File: src/rtl/duty_ramp_pkg.sv
// Shared types/constants for the duty slew limiter; HOLD state only when DUTY_RAMP_HOLD_EN is defined.
// Pure declarations: no latency, no flow control.
package duty_ramp_pkg;

    localparam int DUTY_W = 8;
    localparam logic [DUTY_W-1:0] DUTY_MAX = 8'd100;

`ifdef DUTY_RAMP_HOLD_EN
    typedef enum logic [1:0] {IDLE, RAMP_UP, RAMP_DOWN, HOLD} state_t;
`else
    typedef enum logic [1:0] {IDLE, RAMP_UP, RAMP_DOWN} state_t;
`endif

    function automatic logic [DUTY_W-1:0] clamp_duty(input logic [DUTY_W-1:0] d);
        return (d > DUTY_MAX) ? DUTY_MAX : d;
    endfunction

endpackage

File: src/rtl/tick_prescaler.sv
// Ramp tick divider: one-cycle tick every DIV enabled cycles, counter held at 0 while disabled.
// clr restarts the count at 0 on the next edge; no backpressure.
module tick_prescaler #(
    parameter int DIV = 100000
) (
    input  logic fclk,
    input  logic reset,
    input  logic clr,
    input  logic en,
    output logic tick
);

    localparam int CW = (DIV > 1) ? $clog2(DIV) : 1;
    localparam logic [CW-1:0] LAST = CW'(DIV - 1);

    logic [CW-1:0] cnt_q, cnt_d;

    always_comb begin
        cnt_d = cnt_q;
        if (clr || !en || cnt_q == LAST) begin
            cnt_d = '0;
        end else begin
            cnt_d = cnt_q + 1'b1;
        end
    end

    always_ff @(posedge fclk) begin
        if (!reset) begin
            cnt_q <= '0;
        end else begin
            cnt_q <= cnt_d;
        end
    end

    assign tick = en & ~clr & (cnt_q == LAST);

endmodule

File: src/rtl/duty_ramp.sv
// Slew-rate limiter for the PWM duty: steps duty toward an accepted target every STEP_DIV cycles; optional auto-off via DUTY_RAMP_HOLD_EN.
// Registered outputs; tgt_ready is low for the whole ramp, so new targets wait until the current one is reached.
module duty_ramp
    import duty_ramp_pkg::*;
#(
    parameter int STEP_DIV   = 100000,
    parameter int STEP       = 1,
    parameter int HOLD_TICKS = 5000
) (
    input  logic       fclk,
    input  logic       reset,
    input  logic [7:0] tgt_duty,
    input  logic       tgt_valid,
    output logic       tgt_ready,
    output logic [7:0] duty,
    output logic       busy,
    output logic       at_target,
    output logic       err_range
);

    localparam logic [DUTY_W:0]   STEP9 = (DUTY_W + 1)'(STEP);
    localparam logic [DUTY_W-1:0] STEP8 = DUTY_W'(STEP);

    state_t            state_q, state_d;
    logic [DUTY_W-1:0] duty_q, duty_d;
    logic [DUTY_W-1:0] tgt_q, tgt_d;
    logic              err_q, err_d;
    logic              accept, tick, hold_st;
    logic [DUTY_W-1:0] tgt_in;
    logic [DUTY_W:0]   up9, dn_lim9;
    state_t            settle_in, settle_cur;

    assign accept = tgt_valid & tgt_ready;
    assign tgt_in = clamp_duty(tgt_duty);
    // 9-bit arithmetic so the step can never wrap past 255 or below 0
    assign up9     = {1'b0, duty_q} + STEP9;
    assign dn_lim9 = {1'b0, tgt_q} + STEP9;

`ifdef DUTY_RAMP_HOLD_EN
    localparam int HW = (HOLD_TICKS > 1) ? $clog2(HOLD_TICKS + 1) : 1;
    localparam logic [HW-1:0] HOLD_LAST = HW'(HOLD_TICKS - 1);
    logic [HW-1:0] hold_q, hold_d;

    assign hold_st    = (state_q == HOLD);
    assign settle_in  = (tgt_in != '0) ? HOLD : IDLE;
    assign settle_cur = (tgt_q != '0) ? HOLD : IDLE;
`else
    assign hold_st    = 1'b0;
    assign settle_in  = IDLE;
    assign settle_cur = IDLE;
`endif

    tick_prescaler #(.DIV(STEP_DIV)) u_presc (
        .fclk  (fclk),
        .reset (reset),
        .clr   (accept),
        .en    (busy | hold_st),
        .tick  (tick)
    );

    always_comb begin
        state_d = state_q;
        duty_d  = duty_q;
        tgt_d   = tgt_q;
        err_d   = 1'b0;
`ifdef DUTY_RAMP_HOLD_EN
        hold_d  = '0;
`endif
        if (accept) begin
            tgt_d = tgt_in;
            err_d = (tgt_duty > DUTY_MAX);
            if (tgt_in > duty_q) begin
                state_d = RAMP_UP;
            end else if (tgt_in < duty_q) begin
                state_d = RAMP_DOWN;
            end else begin
                state_d = settle_in;
            end
        end else begin
            case (state_q)
                RAMP_UP: begin
                    if (tick) begin
                        if (up9 >= {1'b0, tgt_q}) begin
                            duty_d  = tgt_q;
                            state_d = settle_cur;
                        end else begin
                            duty_d = up9[DUTY_W-1:0];
                        end
                    end
                end
                RAMP_DOWN: begin
                    if (tick) begin
                        if ({1'b0, duty_q} <= dn_lim9) begin
                            duty_d  = tgt_q;
                            state_d = settle_cur;
                        end else begin
                            duty_d = duty_q - STEP8;
                        end
                    end
                end
`ifdef DUTY_RAMP_HOLD_EN
                HOLD: begin
                    hold_d = hold_q;
                    if (tick) begin
                        if (hold_q == HOLD_LAST) begin
                            tgt_d   = '0;
                            state_d = RAMP_DOWN;
                            hold_d  = '0;
                        end else begin
                            hold_d = hold_q + 1'b1;
                        end
                    end
                end
`endif
                default: ;
            endcase
        end
    end

    always_ff @(posedge fclk) begin
        if (!reset) begin
            state_q <= IDLE;
            duty_q  <= '0;
            tgt_q   <= '0;
            err_q   <= 1'b0;
`ifdef DUTY_RAMP_HOLD_EN
            hold_q  <= '0;
`endif
        end else begin
            state_q <= state_d;
            duty_q  <= duty_d;
            tgt_q   <= tgt_d;
            err_q   <= err_d;
`ifdef DUTY_RAMP_HOLD_EN
            hold_q  <= hold_d;
`endif
        end
    end

    assign busy      = (state_q == RAMP_UP) | (state_q == RAMP_DOWN);
    assign tgt_ready = (state_q == IDLE) | hold_st;
    assign duty      = duty_q;
    assign at_target = (duty_q == tgt_q) & ~busy;
    assign err_range = err_q;

endmodule

File: config.mk
export PLATFORM = sky130hd
export DESIGN_NAME = duty_ramp
export DESIGN_NICKNAME = d
export VERILOG_FILES = /design/src/rtl/duty_ramp_pkg.sv /design/src/rtl/tick_prescaler.sv /design/src/rtl/duty_ramp.sv
export SDC_FILE = /design/constraint.sdc
export NUM_CORES = 1
export LEC_CHECK = 0
export ABC_CLOCK_PERIOD_IN_PS = 8300
export BUFFER_PORTS_ARGS = -buffer_cell sky130_fd_sc_hd__buf_4
export CAP_MARGIN = 5
export CORE_MARGIN = 2
export CORE_UTILIZATION = 55
export CTS_CLUSTER_DIAMETER = 60
export DETAILED_ROUTE_END_ITERATION = 8
export GPL_ROUTABILITY_DRIVEN = 0
export GPL_TIMING_DRIVEN = 0
export PLACE_DENSITY = 0.74
export SKIP_CTS_REPAIR_TIMING = 1
export SYNTH_ARGS = -nofsm -noshare
export SYNTH_HDL_FRONTEND = slang
export SYNTH_SLANG_ARGS = --single-unit
File: constraint.sdc
create_clock -name fclk -period 8.3 [get_ports fclk]
set_clock_uncertainty 0.15 [all_clocks]
set_input_delay 1.66 -clock fclk [delete_from_list [all_inputs] [get_ports fclk]]
set_output_delay 1.66 -clock fclk [all_outputs]
set_load 0.05 [all_outputs]
==> results.toml <==
[outcome]
outcome = "finished clean"

[timing]
slew_viol_final = 0
setup_viol = 0
worst_slack_ns = 4.02
tns_ns = 0
tightestPinTransition_ns = 0.839
period_share = 0.516
period_needed_ns = 4.28
grt_setup_unrepaired = "false"
slew_headroom = 0.436
fmax_ghz = 0.234
hold_viol_final = 0

[logic_synthesis]
synth_cell_types = 55
ys_seq_elements = 36
synth_fp_nets = 396
synth_largest_area_cell = "dfxtp_1"
synth-edff-count = 0
seq_area_frac_synth = 0.246
synth_top_area_share = 0.246
netlist_area_um2 = 2930
syn_area_per_cell_um2 = 8.28
ys.flop_type = "dfxtp_1"
netlist_top_cells_area = "dfxtp_1, ha_1, xnor2_1, xor2_1, inv_1"
synth_cells = 354
async_flop_share = 0
yosys_warnings = 0

[worst_setup_path]
endpoint = "at_target"
end_kind = "output port"
worst-endpoint-required_ns = 6.49
rrSetupSlack_ns = 4.90
cpPeakStageDelay_ns = 0.62
cp-startpoint = "duty[0]"
crit_path_start_kind = "register"
critPathMaxFanout = 10
cp_slowest_cell = "dfxtp_1"
worst_r2r_path_depth = 10
cp_cell_sequence = "inv_1 -> ha_1 -> or3_1 -> nor4_1 -> buf_4"
crit_arrival_ns = 2.47
timing.rr.end = "duty[1]"
rr_startpoint = "duty[0]"
crit_type = "reg -> out"

[placement]
hpwl_mm = 5.64
port_buffers = 22
dp_slack_ns = 3.90

[routing]
drc = 0
wl_per_cell_um = 15.9
via_per_inst = 6.00
drt_iter0_markers = 176
first_pass_iters = 5
ant_nets = 0
via_count = 2725
wl_mm = 7.20

[finish]
layout_common_cells = "dfxtp_1, ha_1, nor2_1, inv_1, nand2_1"
drive_above_1_share = 0.141
syn_to_final_growth_pct = 12.4
diodes = 0
final_common_cell = "dfxtp_1"
nets = 425

[clock_tree]
clk_path_buf_depth = 2
clockRootBuffer = "clkbuf_8"
cts_tree = "built"
clkLatencyLatePin_ns = 0.30
clk_pin_slew_ns = 0.08
htree_levels = 2
cts_made_buffers = 5
cts_sinks = 36

[die]
die_y_um = 77.0
start_util = 0.570
die_w_um = 77.0
core_um2 = 5140
io_pins = 23
placementRows = 26
die_area_um2 = 5930

[global_route]
grt_pass1_vias = 2636
grt-ovfl-total = 0
gr-usage-all-layers = 0.258
grt_max_degree = 13
grt_pass1_wl_mm = 12.2
grt_antenna_before_repair = 0

[worst_hold_path]
hold_path_class = "reg -> reg"
holdPathStages = 1
min_from = "u_presc.cnt_q[0]"

[power_and_ir_drop]
ir_drop_v = 0.000234
powerDensity_nw_per_um2 = 365
leakagePower_nw = 1.27

[job]
max_cap_viol_count = 0
per-layer routing:
metal  share of wire  vias up  track usage
met1            0.45     1259        0.342
met2            0.45      111        0.415
li1                -     1340            -
met3           0.086       15       0.0565
met5               0        -            0
met4           0.015        0       0.0875
worst min path at each step:
stage,endpoint
6_report,u_presc.cnt_q[0]
5_1_grt,u_presc.cnt_q[0]
4_1_cts,u_presc.cnt_q[0]
3_5_place_dp,u_presc.cnt_q[0]
3_3_place_gp,u_presc.cnt_q[0]
2_1_floorplan,u_presc.cnt_q[0]
layout make-up:
type | instances | area (um2)
flip-flops and latches | 36 | 721
plain buffers | 14 | 65.1
clock inverters | 3 | 42.5
inverters | 27 | 101
fillers | 487 | 1850
well taps | 70 | 87.6
clock buffers | 5 | 68.8
multi-input cells | 277 | 2040
repair buffers | 22 | 165
report_power, final:
group | switching, W | leakage (nW) | internal (W)
clock | 0.0000710 | 0.0541 | 0.0000890
combinational | 0.000502 | 0.927 | 0.000306
sequential | 0.0000347 | 0.292 | 0.000199
logic make-up (layout without fill, tap and decap cells):
| family | Yosys count | in the layout | synth area share |
|---|---|---|---|
| compound gates | 72 | 72 | 0.196 |
| xor+xnor | 37 | 37 | 0.111 |
| fa+ha+maj | 31 | 31 | 0.132 |
| buf+inv | 41 | 71 | 0.0568 |
| flops | 36 | 36 | 0.246 |
| mux | 3 | 3 | 0.0102 |
| other cells | 1 | 1 | 0.00128 |
| simple gates | 133 | 133 | 0.246 |
worst max-delay path: cells and delay by family (launching register included):
kind | cells | cell delay [ns]
and+or+nand+nor | 2 | 0.67
DFF | 1 | 0.62
adders and majority gates | 1 | 0.39
buffers and inverters | 2 | 0.50
registers in the layout, indices dropped and copies added, names as in the netlist:
register / count
state_q: 2
u_presc.cnt_q: 17
err_range: 1
duty: 8
tgt_q: 8
per-stage QoR:
step	total power (W)	cell area (um2)	cells	hold WS, ns	utilization
final	0.00120	3290	454	0.316	0.641
after global routing	0.00129	3290	454	0.355	0.641
after CTS	0.00120	3290	454	0.330	0.641
after detailed placement	0.00103	3180	446	0.312	0.619
after global placement	0.00102	3180	446	0.300	0.619
after floorplan	0.000851	2930	354	0.280	-
synthesized netlist by cell type (2+ instances only):
cell       number
dfxtp_1        36
ha_1           31
inv_1          27
nor2_1         27
nand2_1        24
xnor2_1        21
nand3_1        19
a21oi_1        16
xor2_1         16
o21ai_0        15
nand4_1        13
nor3_1          9
and2_1          7
buf_2           7
a221oi_1        6
clkbuf_1        6
or3_1           6
o2bb2ai_1       5
a211oi_1        4
and3_1          4
o211ai_1        4
mux2i_1         3
nor3b_1         3
nor4_1          3
o21a_1          3
or2_2           3
and4_1          2
and4_4          2
nand2b_1        2
nor2b_1         2
nor4b_2         2
o2111a_1        2
o221ai_1        2
No activity file was read; power rests on OpenSTA's default activity.
